==> src/rtl/read_command_sequencer_pkg.sv <==
// -----------------------------------------------------------------------------
// read_command_sequencer_pkg
// Shared types and default constants for the read command sequencer.
//   state_t        : sequencer FSM states
//   cmd_fields_t   : the {addr, tag} pair carried on the command outputs
//   DEF_*          : default geometry used as parameter defaults
// -----------------------------------------------------------------------------
package read_command_sequencer_pkg;

    localparam int CMD_ADDR_WIDTH      = 64;
    localparam int CMD_TAG_WIDTH       = 8;
    localparam int DEF_COUNT_WIDTH     = 32;
    localparam int DEF_CL_BYTES        = 128;
    localparam int DEF_MAX_OUTSTANDING = 16;

    typedef enum logic [1:0] {
        ST_IDLE  = 2'd0,
        ST_ISSUE = 2'd1,
        ST_DRAIN = 2'd2,
        ST_DONE  = 2'd3
    } state_t;

    typedef struct packed {
        logic [CMD_ADDR_WIDTH-1:0] addr;
        logic [CMD_TAG_WIDTH-1:0]  tag;
    } cmd_fields_t;

endpackage

==> src/rtl/read_command_sequencer_tag_table.sv <==
// -----------------------------------------------------------------------------
// read_tag_table
// Outstanding-tag bookkeeping for the read command sequencer.
//   alloc_en/alloc_addr      : allocate the lowest free slot, remember its address
//   retry_take               : clear the lowest pending retry bit (re-issued)
//   rsp_valid/rsp_tag/rsp_done : response; DONE frees, not-DONE marks for retry
//   free_avail/free_idx      : lowest free slot (from registered bitmap)
//   retry_pending/retry_idx/retry_addr : lowest retry slot and its address
//   alloc_count              : number of allocated slots
//   rsp_done_hit             : a DONE response hit an allocated slot
//   rsp_error                : response to an unallocated or out-of-range tag
// -----------------------------------------------------------------------------
module read_tag_table #(
    parameter int SLOTS      = 16,
    parameter int ADDR_WIDTH = 64,
    parameter int TAG_WIDTH  = 8,
    parameter int SLOT_W     = (SLOTS > 1) ? $clog2(SLOTS) : 1,
    parameter int CNT_W      = SLOT_W + 1
) (
    input  logic                  clock,
    input  logic                  rstn,
    input  logic                  alloc_en,
    input  logic [ADDR_WIDTH-1:0] alloc_addr,
    input  logic                  retry_take,
    input  logic                  rsp_valid,
    input  logic [TAG_WIDTH-1:0]  rsp_tag,
    input  logic                  rsp_done,
    output logic                  free_avail,
    output logic [SLOT_W-1:0]     free_idx,
    output logic                  retry_pending,
    output logic [SLOT_W-1:0]     retry_idx,
    output logic [ADDR_WIDTH-1:0] retry_addr,
    output logic [CNT_W-1:0]      alloc_count,
    output logic                  rsp_done_hit,
    output logic                  rsp_error
);

    logic [SLOTS-1:0]      alloc_q;
    logic [SLOTS-1:0]      retry_q;
    logic [ADDR_WIDTH-1:0] addr_ram [SLOTS];

    logic [SLOT_W-1:0] rsp_slot;
    logic              rsp_in_range;
    logic              rsp_hit;
    logic [SLOTS-1:0]  free_mask;
    logic [SLOTS-1:0]  retry_set;
    logic [SLOTS-1:0]  retry_clr;
    logic [SLOTS-1:0]  alloc_set;

    // Lowest-index priority encoders: scanning downward leaves the lowest hit.
    // NOTE: every always_comb output gets a default first so no path can infer a latch.
    always_comb begin
        free_avail    = 1'b0;
        free_idx      = '0;
        retry_pending = 1'b0;
        retry_idx     = '0;
        for (int i = SLOTS - 1; i >= 0; i--) begin
            if (!alloc_q[i]) begin
                free_avail = 1'b1;
                free_idx   = SLOT_W'(i);
            end
            if (retry_q[i]) begin
                retry_pending = 1'b1;
                retry_idx     = SLOT_W'(i);
            end
        end
    end

    always_comb begin
        alloc_count = '0;
        for (int i = 0; i < SLOTS; i++) begin
            alloc_count = alloc_count + CNT_W'(alloc_q[i]);
        end
    end

    assign retry_addr = addr_ram[retry_idx];

    // Tags are compared at 32 bits so a full 2^TAG_WIDTH slot table cannot wrap.
    assign rsp_slot     = rsp_tag[SLOT_W-1:0];
    assign rsp_in_range = (32'(rsp_tag) < 32'(SLOTS));
    assign rsp_hit      = rsp_valid && rsp_in_range && alloc_q[rsp_slot];
    assign rsp_done_hit = rsp_hit && rsp_done;
    assign rsp_error    = rsp_valid && !(rsp_in_range && alloc_q[rsp_slot]);

    assign free_mask = rsp_done_hit             ? (SLOTS'(1) << rsp_slot)  : '0;
    assign retry_set = (rsp_hit && !rsp_done)   ? (SLOTS'(1) << rsp_slot)  : '0;
    assign retry_clr = retry_take               ? (SLOTS'(1) << retry_idx) : '0;
    assign alloc_set = alloc_en                 ? (SLOTS'(1) << free_idx)  : '0;

    // A same-cycle response wins over an issue: the retry clear is applied
    // first and a new retry request is OR-ed in after it.
    // NOTE: sequential state is written with non-blocking assignments only.
    always_ff @(posedge clock or negedge rstn) begin
        if (!rstn) begin
            alloc_q <= '0;
            retry_q <= '0;
        end else begin
            alloc_q <= (alloc_q | alloc_set) & ~free_mask;
            retry_q <= ((retry_q & ~retry_clr) | retry_set) & ~free_mask;
        end
    end

    // NOTE: the address RAM is deliberately not reset; a slot is only read
    // after its allocation has written it.
    always_ff @(posedge clock) begin
        if (alloc_en) begin
            addr_ram[free_idx] <= alloc_addr;
        end
    end

endmodule

==> src/rtl/read_command_sequencer.sv <==
// -----------------------------------------------------------------------------
// read_command_sequencer
// Turns one read job (base address + cache-line count) into a stream of
// cache-line read commands, tracks outstanding tags, re-issues failed lines
// and pulses job_done_out once every line has completed.
//   clock, rstn                         : clock, async active-low reset
//   enable_in                           : gate for new issues
//   job_valid_in/job_addr_in/job_lines_in, job_ready_out : job handshake
//   cmd_buffer_full_in                  : almost-full stall from command buffer
//   cmd_valid_out/cmd_addr_out/cmd_tag_out : registered command pulse
//   rsp_valid_in/rsp_tag_in/rsp_done_in : command responses
//   lines_done_out, busy_out, job_done_out, protocol_error_out : status
// -----------------------------------------------------------------------------
module read_command_sequencer
    import read_command_sequencer_pkg::*;
#(
    parameter int ADDR_WIDTH      = CMD_ADDR_WIDTH,
    parameter int COUNT_WIDTH     = DEF_COUNT_WIDTH,
    parameter int TAG_WIDTH       = CMD_TAG_WIDTH,
    parameter int MAX_OUTSTANDING = DEF_MAX_OUTSTANDING,
    parameter int CL_BYTES        = DEF_CL_BYTES
) (
    input  logic                   clock,
    input  logic                   rstn,
    input  logic                   enable_in,
    input  logic                   job_valid_in,
    input  logic [ADDR_WIDTH-1:0]  job_addr_in,
    input  logic [COUNT_WIDTH-1:0] job_lines_in,
    output logic                   job_ready_out,
    input  logic                   cmd_buffer_full_in,
    output logic                   cmd_valid_out,
    output logic [ADDR_WIDTH-1:0]  cmd_addr_out,
    output logic [TAG_WIDTH-1:0]   cmd_tag_out,
    input  logic                   rsp_valid_in,
    input  logic [TAG_WIDTH-1:0]   rsp_tag_in,
    input  logic                   rsp_done_in,
    output logic [COUNT_WIDTH-1:0] lines_done_out,
    output logic                   busy_out,
    output logic                   job_done_out,
    output logic                   protocol_error_out
);

    localparam int SLOT_W = (MAX_OUTSTANDING > 1) ? $clog2(MAX_OUTSTANDING) : 1;
    localparam int CNT_W  = SLOT_W + 1;
    localparam logic [ADDR_WIDTH-1:0] LINE_STEP = ADDR_WIDTH'(CL_BYTES);
    localparam logic [ADDR_WIDTH-1:0] LINE_MASK = ~ADDR_WIDTH'(CL_BYTES - 1);

    state_t                 state_q, state_d;
    logic [COUNT_WIDTH-1:0] remaining_q;
    logic [ADDR_WIDTH-1:0]  next_addr_q;
    logic [COUNT_WIDTH-1:0] lines_done_q;
    cmd_fields_t            cmd_q, cmd_d;
    logic                   cmd_valid_q;
    logic                   job_done_q;
    logic                   protocol_error_q;

    logic                   accept;
    logic                   issue;
    logic                   alloc_en;
    logic                   retry_take;
    logic                   can_issue;

    logic                   free_avail;
    logic [SLOT_W-1:0]      free_idx;
    logic                   retry_pending;
    logic [SLOT_W-1:0]      retry_idx;
    logic [ADDR_WIDTH-1:0]  retry_addr;
    logic [CNT_W-1:0]       alloc_count;
    logic                   rsp_done_hit;
    logic                   rsp_error;

    read_tag_table #(
        .SLOTS      (MAX_OUTSTANDING),
        .ADDR_WIDTH (ADDR_WIDTH),
        .TAG_WIDTH  (TAG_WIDTH),
        .SLOT_W     (SLOT_W),
        .CNT_W      (CNT_W)
    ) u_tag_table (
        .clock         (clock),
        .rstn          (rstn),
        .alloc_en      (alloc_en),
        .alloc_addr    (next_addr_q),
        .retry_take    (retry_take),
        .rsp_valid     (rsp_valid_in),
        .rsp_tag       (rsp_tag_in),
        .rsp_done      (rsp_done_in),
        .free_avail    (free_avail),
        .free_idx      (free_idx),
        .retry_pending (retry_pending),
        .retry_idx     (retry_idx),
        .retry_addr    (retry_addr),
        .alloc_count   (alloc_count),
        .rsp_done_hit  (rsp_done_hit),
        .rsp_error     (rsp_error)
    );

    assign can_issue = enable_in && !cmd_buffer_full_in;

    // Next-state and issue decision. Retries always beat new lines; at most
    // one command is chosen per cycle and registered into cmd_q.
    always_comb begin
        state_d    = state_q;
        cmd_d      = cmd_q;
        accept     = 1'b0;
        issue      = 1'b0;
        alloc_en   = 1'b0;
        retry_take = 1'b0;
        case (state_q)
            ST_IDLE: begin
                if (job_valid_in && enable_in) begin
                    accept  = 1'b1;
                    state_d = (job_lines_in == '0) ? ST_DONE : ST_ISSUE;
                end
            end
            ST_ISSUE: begin
                if (can_issue) begin
                    if (retry_pending) begin
                        retry_take = 1'b1;
                        issue      = 1'b1;
                        cmd_d.addr = retry_addr;
                        cmd_d.tag  = TAG_WIDTH'(retry_idx);
                    end else if (free_avail) begin
                        alloc_en   = 1'b1;
                        issue      = 1'b1;
                        cmd_d.addr = next_addr_q;
                        cmd_d.tag  = TAG_WIDTH'(free_idx);
                        if (remaining_q == COUNT_WIDTH'(1)) begin
                            state_d = ST_DRAIN;
                        end
                    end
                end
            end
            ST_DRAIN: begin
                if (can_issue && retry_pending) begin
                    retry_take = 1'b1;
                    issue      = 1'b1;
                    cmd_d.addr = retry_addr;
                    cmd_d.tag  = TAG_WIDTH'(retry_idx);
                end else if (!retry_pending && alloc_count == '0) begin
                    state_d = ST_DONE;
                end
            end
            ST_DONE: begin
                state_d = ST_IDLE;
            end
            default: begin
                state_d = ST_IDLE;
            end
        endcase
    end

    always_ff @(posedge clock or negedge rstn) begin
        if (!rstn) begin
            state_q          <= ST_IDLE;
            remaining_q      <= '0;
            next_addr_q      <= '0;
            lines_done_q     <= '0;
            cmd_q            <= '0;
            cmd_valid_q      <= 1'b0;
            job_done_q       <= 1'b0;
            protocol_error_q <= 1'b0;
        end else begin
            state_q     <= state_d;
            cmd_q       <= cmd_d;
            cmd_valid_q <= issue;
            job_done_q  <= (state_q == ST_DONE);

            if (accept) begin
                next_addr_q <= job_addr_in & LINE_MASK;
                remaining_q <= job_lines_in;
            end else if (alloc_en) begin
                next_addr_q <= next_addr_q + LINE_STEP;
                remaining_q <= remaining_q - COUNT_WIDTH'(1);
            end

            if (accept) begin
                lines_done_q <= '0;
            end else if (rsp_done_hit) begin
                lines_done_q <= lines_done_q + COUNT_WIDTH'(1);
            end

            if (rsp_error) begin
                protocol_error_q <= 1'b1;
            end
        end
    end

    assign job_ready_out      = (state_q == ST_IDLE);
    assign busy_out           = (state_q != ST_IDLE);
    assign cmd_valid_out      = cmd_valid_q;
    assign cmd_addr_out       = cmd_q.addr;
    assign cmd_tag_out        = cmd_q.tag;
    assign lines_done_out     = lines_done_q;
    assign job_done_out       = job_done_q;
    assign protocol_error_out = protocol_error_q;

endmodule
==> config.mk <==
export PLATFORM = sky130hd
export DESIGN_NAME = read_command_sequencer
export DESIGN_NICKNAME = d
export VERILOG_FILES = /design/src/rtl/read_command_sequencer_pkg.sv /design/src/rtl/read_command_sequencer_tag_table.sv /design/src/rtl/read_command_sequencer.sv
export SDC_FILE = /design/constraint.sdc
export NUM_CORES = 1
export LEC_CHECK = 0
export BUFFER_PORTS_ARGS = -buffer_cell sky130_fd_sc_hd__buf_2
export CAP_MARGIN = 15
export CORE_UTILIZATION = 57
export DETAILED_ROUTE_END_ITERATION = 8
export PLACE_DENSITY = 0.75
export RECOVER_POWER = 50
export SYNTH_ARGS = -nofsm -noshare
export SYNTH_HDL_FRONTEND = slang
export SYNTH_HIERARCHICAL = 1
export SYNTH_SLANG_ARGS = --single-unit
==> constraint.sdc <==
create_clock -name clock -period 9.7 [get_ports clock]
set_input_delay 0.485 -clock clock [delete_from_list [all_inputs] [get_ports clock]]
set_output_delay 0.485 -clock clock [all_outputs]
set_load 0.02 [all_outputs]
==> reports/metrics.cfg <==
[synth]
synth.cells.most_frequent = sky130_fd_sc_hd__edfxtp_1, sky130_fd_sc_hd__nand2_1, sky130_fd_sc_hd__mux2i_1
post_synth_fa_ha_maj_area_fraction_pct = 0.701
avgSynthCellArea_um2 = 13.9
synth_async_reset_ratio_pct = 18.1
synth-edff-count = 1024
syn-cell-area_um2 = 51700
synth_xor_xnor_area_share_pct = 1.62
yosys_most_used_dff = sky130_fd_sc_hd__edfxtp_1
yosys.cell_types.count = 75
compound_gate_fraction_of_synth_area_pct = 9.26
synthTopCellsByArea = sky130_fd_sc_hd__edfxtp_1, sky130_fd_sc_hd__dfrtp_1, sky130_fd_sc_hd__mux2i_1
ys.warnings.count = 6
netlist_instances = 3728
post_synth_and_or_nand_nor_area_fraction_pct = 10.2
synthesized_flop_and_latch_total = 1250
multiplexer_area_fraction_after_synthesis_pct = 5.42
synthDominantCellAreaShare_pct = 59.4
yosys.area.top_type = sky130_fd_sc_hd__edfxtp_1
synth_seq_area_share_pct = 70.4
synth_top_family_by_area = simple AND/OR/NAND/NOR gates
post-synth-top-count-cell = sky130_fd_sc_hd__edfxtp_1

[routing]
drt_iter0_drc = 3975
antenna_left = 0
detail_route.drc_violations = 0
route.vias.total = 33500
drtPass1Iterations = 6
postRouteWirelength_mm = 133
post_drt_via_cell_ratio = 6.34
wire_length_per_cell_after_detailed_routing_um = 25.1

[global_route]
grt_pass1_vias = 32400
grt_max_degree = 172
use_met2_pct = 44.4
global_route.usage.total_pct = 28.9
grt_pass1_wl_mm = 199
globalRoute.totalOverflow = 0
grt_util_met1_pct = 41.2
grtUsageMet3_pct = 7.06
global_route.peak_usage_layer = met2
antenna_found_initial = 7

[timing]
fin_crit_sh_pct = 63.8
max_clock_freq_mhz = 162
final_hold_viol_count = 0
rsz0062_at_grt = false
final_max_slew_viol_count = 59
final_period_minus_worst_setup_slack_ns = 6.19
setup_ws_ns = 3.51
setup_viol_count_final = 0
finalHoldWorstSlack_ns = 0.0348
worst_slew_pin_slew_ns = 3.43
slew-limit-headroom_pct = -129
clock-skew-final_ns = 0.0285
tns_ns = 0

[clock_tree]
clock_buffers_created_by_tritoncts = 120
clk_transition_reported_paths_ns = 0.06
cts.root.buffer_cell = sky130_fd_sc_hd__clkbuf_16
cts_resized = 0
cts_num_sinks = 1250
clock_latency_ns = 0.70
post-cts-setup-buffers = 0
tritoncts = yes
clock_path_buffers = 3
clock_tree.htree_level_count = 3
post_cts_hold_buffer_count = 19

[min_path]
hold_path_depth = 3
hold_path_class = in2reg
hold_start = job_lines_in[23]

[floorplan]
dieHeight_um = 303
floorplan.die.width_um = 303
placement_rows = 110
io-pin-count = 220
design.die.area_um2 = 92000
effective_utilization_at_floorplan_pct = 57.5
fp.coreArea_um2 = 90000

[outcome]
status = finished with violations
failed_checks = capacitance limit, slew limit

[placed_design]
port-buffer-count = 208
post-place-cells = 5040
pre_cts_slack_ns = 4.16
final_replace_weighted_congestion = 0.846
hpwl_mm = 71.6

[setup_path]
ff_to_ff_start = u_tag_table/retry_q[12]
path_class = reg2reg
crit_path_max_fanout = 44
critical-path-slowest-cell = sky130_fd_sc_hd__nor2_4
crit_path_start_kind = register
cpPeakStageDelay_ns = 1.00
critical_path_buf_inv_count = 4
worst_r2r_path_depth = 11
crit_start = u_tag_table/retry_q[12]
cp.required_ns = 10.00
worst-path-stages = 11
crit_arrival_ns = 6.49
critical_path.endpoint_type = register
cpLargestDelayFamily = simple AND/OR/NAND/NOR gates
cp_cell_sequence = or4_1 > nor2_1 > nand2_1 > clkbuf_1 > nor4bb_2 > buf_4 > nand2_1 > clkinv_1 > nand3_1 > nor2_4 > buf_4

[power_and_ir_drop]
total_power_of_the_final_layout_mw = 14.3
vdd_drop_max_mv = 0.219
standby_leakage_power_nw = 20.5
power_per_unit_of_standard_cell_area_nw_per_um2 = 245

[run]
drv_cap = 1

[layout]
layout-drive-gt1-share_pct = 9.79
synthToLayoutAreaGrowth_pct = 12.8
num-nets-final = 4142
finished_layout_cells = 5288

-- final timing paths --
check | slack (ns) | endpoint
max | 3.51 | u_tag_table/addr_ram[11][30]
max reg2reg | 3.51 | u_tag_table/addr_ram[11][30]
min in group asynchronous | 0.45 | cmd_addr_out[35]
min | 0.03 | remaining_q[23]
min reg2reg | 0.47 | cmd_addr_out[17]
max in group asynchronous | 5.17 | cmd_addr_out[22]
-- per-layer routing --
| metal | share of wire (%) | vias to the layer above |
|---|---|---|
| met5 | 0.041 | - |
| met2 | 46 | 1850 |
| li1 | - | 14800 |
| met1 | 40 | 16600 |
| met3 | 11 | 266 |
| met4 | 2.6 | 8 |
-- worst register-to-register path: cells and delay by family (launching register included) --
family / cells / cell delay [ns]
and+or+nand+nor: 7 / 3.12
buffers and inverters: 4 / 2.18
DFF: 1 / 0.44
-- cell usage in the layout (no fill, tap or decap), drive strengths merged, types with 5 or more instances in the layout --
| master | count |
|---|---|
| edfxtp | 1024 |
| nand2 | 489 |
| mux2i | 268 |
| clkbuf | 266 |
| dfrtp | 226 |
| a21oi | 193 |
| buf | 160 |
| o21ai | 157 |
| a221oi | 141 |
| nor2 | 126 |
| conb | 116 |
| and3 | 100 |
| nand3 | 99 |
| a211oi | 89 |
| xnor2 | 51 |
| or4 | 51 |
| nand4 | 46 |
| clkinv | 46 |
| xor2 | 45 |
| inv | 45 |
| and4 | 36 |
| nor4 | 35 |
| a22oi | 29 |
| a2111oi | 29 |
| nor3 | 29 |
| a31oi | 26 |
| or3 | 25 |
| dlygate4sd3 | 19 |
| ha | 13 |
| fa | 10 |
| o31ai | 9 |
| bufinv | 9 |
| o21a | 9 |
| a32o | 7 |
| nor2b | 6 |
| nand3b | 6 |
| clkinvlp | 6 |
| nand2b | 5 |
| mux4 | 5 |
-- state kept, by name, indices dropped and copies added, names as in the netlist --
register,flops
u_tag_table/addr_ram,1024
u_tag_table/retry_q,16
cmd_addr_out,64
u_tag_table/alloc_q,16
cmd_tag_out,4
next_addr_q,57
protocol_error_out,1
job_done_out,1
state_q,2
lines_done_out,32
cmd_valid_out,1
remaining_q,32
-- report_power, final --
part	internal (mW)	total, mW	switching (mW)
Sequential	6.76	7.61	0.851
Combinational	0.686	2.04	1.35
Clock	2.67	4.63	1.96
-- metrics by stage --
| step | instance area [um2] | utilization [%] |
|---|---|---|
| 3_5_place_dp | 54300 | 60.3 |
| 2_1_floorplan | 52200 | - |
| 3_3_place_gp | 54300 | 60.3 |
| 4_1_cts | 58400 | 64.9 |
| 5_1_grt | 58400 | 64.8 |
| 6_report | 58400 | 64.9 |
-- cell families (layout without fill, tap and decap cells) --
| logic type | count (synthesis) | in the layout |
|---|---|---|
| muxes | 274 | 274 |
| buffers and inverters | 286 | 551 |
| DFF | 1250 | 1250 |
| xor gates and xnor gates | 96 | 96 |
| adders and majority gates | 23 | 23 |
| other | 1 | 120 |
| AOI/OAI and AO/OA | 720 | 720 |
| and+or+nand+nor | 1078 | 1078 |
-- final cells by class --
type,instances,area (um2)
antenna,4,10.0
multi-input combinational,2307,14800
sequential,1250,36400
timing repair buffer,286,1600
tap,1176,1470
inverter,43,176
fill,6379,31600
clock buffer,159,3370
clock inverter,63,572
Note: power is estimated with default switching activity, not from simulation.
